$ cat src/rtl/ksa_pipe_arbiter.sv
// ksa_pipe_arbiter
// Two requesters share one free-running pipelined 32-bit adder. Requests are
// granted round-robin; subtraction is folded into the operands (~B, cin=1).
// Each issued op carries a small tag down a shadow pipe so its result can be
// pushed into the issuing requester's response FIFO. Because the adder cannot
// stall, issue is credit-limited: a requester may only have as many ops
// in flight plus queued as its FIFO has slots.
module ksa_pipe_arbiter #(
   parameter int LATENCY    = 7,
   parameter int FIFO_DEPTH = 4
) (
   input  logic        clk_in,
   input  logic        rst_in,
   input  logic        req0_valid_in,
   output logic        req0_ready_out,
   input  logic [31:0] req0_a_in,
   input  logic [31:0] req0_b_in,
   input  logic        req0_sub_in,
   input  logic        req1_valid_in,
   output logic        req1_ready_out,
   input  logic [31:0] req1_a_in,
   input  logic [31:0] req1_b_in,
   input  logic        req1_sub_in,
   output logic        rsp0_valid_out,
   input  logic        rsp0_ready_in,
   output logic [31:0] rsp0_sum_out,
   output logic        rsp0_cout_out,
   output logic        rsp0_ovf_out,
   output logic        rsp1_valid_out,
   input  logic        rsp1_ready_in,
   output logic [31:0] rsp1_sum_out,
   output logic        rsp1_cout_out,
   output logic        rsp1_ovf_out,
   output logic        add_valid_out,
   output logic [31:0] add_a_out,
   output logic [31:0] add_b_out,
   output logic        add_cin_out,
   input  logic [31:0] add_sum_in,
   input  logic        add_cout_in
);

   localparam int PW = $clog2(FIFO_DEPTH);
   localparam int CW = $clog2(FIFO_DEPTH + 1);
   // Tag stage k holds the op whose operands left the output registers k cycles ago;
   // the last stage lines up with add_sum_in.
   localparam int TD = LATENCY + 1;

   logic [1:0]    req_valid;
   logic [1:0]    req_ready;
   logic [1:0]    issue;
   logic [1:0]    rsp_valid;
   logic [1:0]    rsp_ready;
   logic [1:0]    pop;
   logic [1:0]    push;
   logic [33:0]   rsp_data [2];   // {sum, cout, ovf}

   logic          ptr_reg;
   logic          ptr_next;
   logic [CW-1:0] cred_reg [2];

   logic          add_valid_reg;
   logic [31:0]   add_a_reg;
   logic [31:0]   add_b_reg;
   logic          add_cin_reg;

   logic [TD-1:0] tag_valid_reg;
   logic [TD-1:0] tag_id_reg;
   logic [TD-1:0] tag_a31_reg;
   logic [TD-1:0] tag_b31_reg;

   logic          issue_any;
   logic [31:0]   sel_a;
   logic [31:0]   sel_b;
   logic          sel_sub;
   logic          retire_valid;
   logic          retire_id;
   logic          retire_ovf;

   assign req_valid = {req1_valid_in, req0_valid_in};
   assign rsp_ready = {rsp1_ready_in, rsp0_ready_in};

   // At most one side is ready when both are valid and both have credit,
   // so issue[1:0] is one-hot or zero and issue[1] doubles as the issue id.
   assign issue_any = |issue;
   assign sel_a     = issue[1] ? req1_a_in   : req0_a_in;
   assign sel_sub   = issue[1] ? req1_sub_in : req0_sub_in;
   assign sel_b     = (issue[1] ? req1_b_in : req0_b_in) ^ {32{sel_sub}};

   assign retire_valid = tag_valid_reg[TD-1];
   assign retire_id    = tag_id_reg[TD-1];
   // Signed overflow: operands agree in sign but the sum does not.
   assign retire_ovf   = (tag_a31_reg[TD-1] ~^ tag_b31_reg[TD-1])
                       & (add_sum_in[31] ^ tag_a31_reg[TD-1]);

   genvar gi;
   generate
      for (gi = 0; gi < 2; gi++) begin : g_req
         logic [33:0] fifo_mem [FIFO_DEPTH];
         logic [PW:0] wr_ptr_reg;
         logic [PW:0] rd_ptr_reg;

         // The other side only blocks us when it is valid, has credit and owns the pointer.
         assign req_ready[gi] = !rst_in && (cred_reg[gi] != '0)
                              && ((ptr_reg == 1'(gi)) || !req_valid[1-gi]
                                  || (cred_reg[1-gi] == '0));
         assign issue[gi]     = req_valid[gi] & req_ready[gi];
         assign push[gi]      = retire_valid && (retire_id == 1'(gi));
         assign rsp_valid[gi] = (wr_ptr_reg != rd_ptr_reg);
         assign pop[gi]       = rsp_valid[gi] & rsp_ready[gi];
         assign rsp_data[gi]  = fifo_mem[rd_ptr_reg[PW-1:0]];

         // Response storage; credits guarantee a slot is free whenever a result retires.
         always_ff @(posedge clk_in) begin
            if (push[gi]) begin
               fifo_mem[wr_ptr_reg[PW-1:0]] <= {add_sum_in, add_cout_in, retire_ovf};
            end
         end

         // FIFO pointers with a wrap bit to tell full from empty.
         always_ff @(posedge clk_in) begin
            if (rst_in) begin
               wr_ptr_reg <= '0;
               rd_ptr_reg <= '0;
            end else begin
               if (push[gi]) wr_ptr_reg <= wr_ptr_reg + (PW+1)'(1);
               if (pop[gi])  rd_ptr_reg <= rd_ptr_reg + (PW+1)'(1);
            end
         end
      end
   endgenerate

   // Round-robin pointer moves to the other side after each grant.
   always_comb begin
      ptr_next = ptr_reg;
      if (issue[0])      ptr_next = 1'b1;
      else if (issue[1]) ptr_next = 1'b0;
   end

   // Pointer register.
   always_ff @(posedge clk_in) begin
      if (rst_in) ptr_reg <= 1'b0;
      else        ptr_reg <= ptr_next;
   end

   // Credits: free slots counting both in-flight ops and queued results per side.
   always_ff @(posedge clk_in) begin
      if (rst_in) begin
         for (int i = 0; i < 2; i++) cred_reg[i] <= CW'(FIFO_DEPTH);
      end else begin
         for (int i = 0; i < 2; i++) begin
            if (issue[i] && !pop[i])      cred_reg[i] <= cred_reg[i] - CW'(1);
            else if (pop[i] && !issue[i]) cred_reg[i] <= cred_reg[i] + CW'(1);
         end
      end
   end

   // Operand registers feeding the adder; valid pulses for exactly one cycle per issue.
   always_ff @(posedge clk_in) begin
      if (rst_in) begin
         add_valid_reg <= 1'b0;
         add_a_reg     <= '0;
         add_b_reg     <= '0;
         add_cin_reg   <= 1'b0;
      end else begin
         add_valid_reg <= issue_any;
         if (issue_any) begin
            add_a_reg   <= sel_a;
            add_b_reg   <= sel_b;
            add_cin_reg <= sel_sub;
         end
      end
   end

   // Tag shadow pipe tracking owner and operand signs alongside the adder.
   always_ff @(posedge clk_in) begin
      if (rst_in) begin
         tag_valid_reg <= '0;
         tag_id_reg    <= '0;
         tag_a31_reg   <= '0;
         tag_b31_reg   <= '0;
      end else begin
         tag_valid_reg <= {tag_valid_reg[TD-2:0], issue_any};
         tag_id_reg    <= {tag_id_reg[TD-2:0],    issue[1]};
         tag_a31_reg   <= {tag_a31_reg[TD-2:0],   sel_a[31]};
         tag_b31_reg   <= {tag_b31_reg[TD-2:0],   sel_b[31]};
      end
   end

   assign req0_ready_out = req_ready[0];
   assign req1_ready_out = req_ready[1];

   assign rsp0_valid_out = rsp_valid[0];
   assign rsp0_sum_out   = rsp_data[0][33:2];
   assign rsp0_cout_out  = rsp_data[0][1];
   assign rsp0_ovf_out   = rsp_data[0][0];
   assign rsp1_valid_out = rsp_valid[1];
   assign rsp1_sum_out   = rsp_data[1][33:2];
   assign rsp1_cout_out  = rsp_data[1][1];
   assign rsp1_ovf_out   = rsp_data[1][0];

   assign add_valid_out = add_valid_reg;
   assign add_a_out     = add_a_reg;
   assign add_b_out     = add_b_reg;
   assign add_cin_out   = add_cin_reg;

endmodule
$ cat config.mk
export PLATFORM = sky130hd
export DESIGN_NAME = ksa_pipe_arbiter
export DESIGN_NICKNAME = d
export VERILOG_FILES = /design/src/rtl/ksa_pipe_arbiter.sv
export SDC_FILE = /design/constraint.sdc
export NUM_CORES = 1
export LEC_CHECK = 0
export ABC_AREA = 1
export CAP_MARGIN = 15
export CORE_ASPECT_RATIO = 0.6
export CORE_UTILIZATION = 45
export DETAILED_ROUTE_END_ITERATION = 12
export PLACE_DENSITY = 0.72
export SLEW_MARGIN = 20
export SYNTH_ARGS = -nofsm -noshare
export SYNTH_HDL_FRONTEND = slang
export SYNTH_SLANG_ARGS = --single-unit
$ cat constraint.sdc
create_clock -name clk_in -period 6.1 [get_ports clk_in]
set_clock_uncertainty 0.15 [all_clocks]
set_input_delay 0.61 -clock clk_in [delete_from_list [all_inputs] [get_ports clk_in]]
set_output_delay 0.61 -clock clk_in [all_outputs]
set_load 0.05 [all_outputs]
Word-level counts from Yosys, hierarchy flattened --
Memories as Yosys holds them, arrays and structs flattened. A register that Yosys moved wholly into a read port is not among the register bits. Index checks and enable logic that the tools add are counted.
Cells by class: add/subtract/negate cells 8, equal/unequal tests 2, muxes and demuxes 33, bitwise gates (word level) 14, reduce and logical (&&, ||, !) cells 27
Operator list (count):
- two-way mux 32 bit | 2
- bitwise XOR 32 bit | 1
- two-way mux 1 bit | 23
- adder 3 x 1 -> 3 bit (second input constant) | 6
- two-way mux 3 bit | 4
- logical AND 1 bit | 10
- two-way mux 2 bit | 4
- zero test 1 bit | 7
- zero test 3 bit | 2
- != test 3 bit | 2
- nonzero test 3 bit | 2
- subtractor 3 x 1 -> 3 bit (second input constant) | 2
- AND 1 bit | 5
- logical OR 1 bit | 4
- bitwise OR 1 bit | 4
- inverter 1 bit | 2
- nonzero test 2 bit | 1
- OR reduction 2 bit | 1
- bitwise XNOR 1 bit | 1
- bitwise XOR 1 bit | 1
Word-level totals: register bits 111, bits in writable memories 278, bits of input ports 169, output and inout port bits 138, word-level logic and storage cells 100, memories 3
Memory list:
- g_req[0].fifo_mem | words 4, width 34, read ports 1, clocked after memory_dff 1, wr ports 1, RTL line 98 | logic [33:0] fifo_mem [FIFO_DEPTH];
- g_req[1].fifo_mem | words 4, width 34, read ports 1, clocked after memory_dff 1, wr ports 1, RTL line 98
- cred_reg | words 2, width 3, read ports 2, clocked after memory_dff 0, wr ports 2, RTL line 59 | logic [CW-1:0] cred_reg [2];

Logic depth before layout (Yosys ltp) --
word-level depth 12, depth in mapped cells 13, mapped depth without buffers 11

Least setup slack after synthesis --
No wires, ideal clock.
path kind register to register, from register g_req[0].wr_ptr_reg[0], to register g_req[0].wr_ptr_reg[2], setup time 65 ps, arrival time 2444 ps, data required time 5885 ps, slack 3441 ps, stages on the path, launching flop included 7, buffers on the path 0, clock period less this slack 2659 ps, cell sequence dfxtp_1 > ha_1 > inv_1 > nor2_1 > or2_2 > nand2_1 > nor2_1
Between the ends: cells in the longest elaborated chain, start to end 1
RTL lines:
- start, declared | RTL line 99 | logic [PW:0] wr_ptr_reg;
- start signal, assigned | RTL line 125 | if (push[gi]) wr_ptr_reg <= wr_ptr_reg + (PW+1)'(1);
- adder 3 x 1 -> 3 bit | RTL line 125
No other way between the ends. A chain may end at the register's enable or synchronous reset.

==> impl_results.md <==
* GPL Wtd Cong at just under 0.9
* Via/cell ratio at 5.25
* Chip Height at 148 um
* CP bufs+invs at 4
* Relative slew slack at between 30% and 40%
* Wire per inst at 18.4 um
* Initial antenna violation count at 2
* Insertion delay to the later sink of the worst-skew pair at between 0.5 and 0.6 ns
* R2r setup slk at around 2.3 ns
* Worst hold margin at ~0.24 ns
* Post-synth EDFFs at roughly 280
* Layout cells sized above 1 at 5.83%
* Post-route DRC at 0
* Syn Area/Cell at between 10 and 15 sq um
* Worst-Margin Slew at 0.992 ns
* Port bufs at around 310
* Worst Setup End Kind: output port
* Share of the yosys chip area belonging to registers at about two thirds
* Fmax at roughly 230 MHz
* PD cells at 328 nW/um^2
* Global-route wire length before repair at 64400 um
* Layout area overhead at 28.6%
* Via count at 12.0k
* Core Rows at 53
* Slew Limit Fails at 0
* P_sw at slightly above 2000 uW
* RSZ-0062 raised after global routing: false
* Filler cell count at between 2k and 3k
* GR Util All Layers at 23.0%
* Placed cells at 2220
* Worst path cell trace: buf_4 > inv_2 > buf_4 > nor2_1 > o22ai_1 > clkdlybuf4s50_1
* Synth unique cells at 30
* Cell Area, Synth at ~16000 sq um
* Fin crit share at 72.6%
* Vias in the first global route at 11.4k
* Final net count at ~2.0k
* Internal power at between 4000 and 5000 uW
* Grt peak-use layer: met2
* Worst Setup EP: rsp1_sum_out[31]
* Worst reg2reg endpoint: add_a_out[3]
* CTS Hold Bufs at 0
* Fin Setup TNS at 0 ns
* Crit path kind: reg -> out
* Syn Inst Count at between 1.5k and 2k
* CP delay by family, top: buffers and inverters
* Leak at approximately 0.0076 uW
* Final hold vios at 0
* Sw Share at between 30% and 40%
* WP data required at between 5 and 6 ns
* Warnings from Yosys at 0
* Cell depth of the worst flop-to-flop path at 9
* Status: finished, final reports clean
* Detail Route Antenna Nets at 0
* CP dominant cell by count: buf_4
* Largest net degree at the start of global routing at between 70 and 80
* Total die area at between 30000 and 40000 sq um
* Flop pwr share at between 40% and 50%
* Htree depth at 2
* Levels on crit path at 6
* CTS buffer count at 37
* Core area at between 30000 and 40000 sq um
* CTS tree: built
* Initial Utilization at 45.6%
* Routed WL at about 42000 um
* Launch point of the worst reg-to-reg path: cred_reg[1][0]
* Logic pwr share at between 20% and 30%
* Postcts setup bufs at 0
* Global Route met1 Usage at 31.9%
* Die X at 245 um
* Critical path's largest stage delay at approximately 0.9 ns
* GRT overflow at 0
* Max cap viols at 0
* Top Ports at roughly 300
* Max reg flops at between 200 and 300
* Multi-input logic area at about 4500 sq um
* Synth Register Bits at a little under 400
* DR iter-0 viols at 821
* Crit-path slowest cell: clkdlybuf4s50_1
* Setup-failing EPs final at 0
* Drt first pass iters at 5
* Crit-path max FO at 69
* Clock Root Buffer: clkbuf_16
* PostCTS Resize Cnt at 0
* Worst hold-check path type: reg -> reg
* Syn nets at roughly 1.7k
* Final non-filler cell total at ~2.3k
* Worst VDD drop at roughly 0.19 mV
* Sequential cell area at about 11000 sq um
* GR Util met3 at roughly 3.6%
* GR Layer Usage met2 at a little over a third
* Clock buffer depth at 3
* Synth async-reset ratio at 0%
* DP HPWL at around 26000 um
* Data arrival, critical path at roughly 3.7 ns
* Clock-pin slew of the registers on the worst-case setup and hold paths at ~0.06 ns
* Top_reg_cell synth: edfxtp_1
* CTS sink count at just under 400
* Fin crit period at ~4.4 ns
* Total power at 6750 uW
* Clock share of power at 32.9%
* Crit start category: register
==> cell usage after synthesis, types with 2 or more instances <==
master    instances  share of area (%)
a21oi_1          54                1.7
buf_2            20               0.63
buf_4             8               0.38
buf_6             5               0.35
clkbuf_1         61                1.4
dfxtp_1         114                 14
edfxtp_1        278                 52
ha_1             13                1.0
inv_1           135                3.2
inv_2             3              0.070
nand2_1         221                5.2
nand2_2           2              0.078
nand3_1          66                2.1
nand4_1          21               0.82
nor2_1          187                4.4
nor3_1            2              0.063
o211ai_1         31                1.5
o21ai_0         176                5.5
o21ai_1           2              0.063
o22ai_1          68                2.7
or2_0            29                1.1
or2_2            10               0.39
xnor2_1           7               0.38
xor2_1            3               0.16
==> area by class of cell <==
type	instances	share of cell area [%]
Multi-Input combinational cell	897	21.7
Clock inverter	16	0.767
Clock buffer	48	4.85
Tap cell	467	2.84
Timing Repair Buffer	326	15.6
Antenna cell	2	0.0243
Inverter	138	2.52
Sequential cell	392	51.7
==> cell families after synthesis <==
family | share of synthesized area (%)
flops | 66.5
compound gates | 11.5
mux | 0.0626
fa+ha+maj | 1.14
simple gates | 14.2
buf+inv | 6.05
xor+xnor | 0.548
==> placed cells by master, fill, tap and decap left out, types with 3 or more instances in the layout <==
cell type / netlist / final
clkbuf_8: 0 / 3
nor2_1: 187 / 179
dfxtp_1: 114 / 111
xor2_1: 3 / 3
nor2_4: 0 / 8
xnor2_1: 7 / 7
clkinv_1: 0 / 3
nand3_1: 66 / 65
o211ai_1: 31 / 31
clkbuf_16: 0 / 37
nand2_1: 221 / 220
clkdlybuf4s50_1: 0 / 305
inv_1: 135 / 133
nand2_2: 2 / 3
edfxtp_1: 278 / 278
clkbuf_1: 61 / 8
inv_2: 3 / 5
o22ai_1: 68 / 68
clkinv_2: 0 / 6
ha_1: 13 / 13
dfxtp_2: 0 / 3
a21oi_1: 54 / 54
buf_4: 8 / 20
nand4_1: 21 / 21
or2_0: 29 / 29
o21ai_0: 176 / 176
or2_2: 10 / 10
==> worst reg2reg max path, stage by stage (launching register included) <==
cell      delay [ns]
edfxtp_1        0.38
inv_1           0.08
ha_1            0.23
a21oi_2         0.69
nand3_2         0.57
buf_4           0.51
nand2_2         0.21
buf_4           0.46
o211ai_1        0.30
a21oi_1         0.19
==> metrics by stage <==
step | instance area [sq um] | utilization (%) | worst slack [ns]
detailed placement | 19400 | 55.4 | 1.98
floorplan | 16000 | - | 3.44
CTS | 20500 | 58.7 | 1.66
finish | 20600 | 58.7 | 1.67
global placement | 19400 | 55.4 | 2.08
global route | 20600 | 58.7 | 1.55
==> per-layer routing <==
layer  up-vias  share of wire [%]
li1       5764                  -
met1      5810                 45
met2       339                 47
met3        78                5.1
met4         0                2.7
met5         -                  0
==> worst min-delay path by stage <==
stage	from	to	cells past startpoint	slack (ns)
final	tag_a31_reg[6]	tag_a31_reg[7]	2	0.24
after global placement	tag_b31_reg[2]	tag_b31_reg[3]	2	0.24
after detailed placement	tag_id_reg[0]	tag_id_reg[1]	2	0.24
after CTS	tag_a31_reg[6]	tag_a31_reg[7]	2	0.24
after floorplan	tag_a31_reg[0]	tag_a31_reg[1]	2	0.24
after global routing	tag_a31_reg[6]	tag_a31_reg[7]	2	0.24
==> power by group through the flow <==
stage / sequential (uW) / clock (uW) / combinational, uW
final: 2980 / 2220 / 1550
after global routing: 2980 / 2380 / 1650
after CTS: 2980 / 2270 / 1550
after detailed placement: 3040 / 0 / 1540
after global placement: 3030 / 0 / 1520
after floorplan: 3200 / 0 / 811
Power figures use the tool's default switching activity.
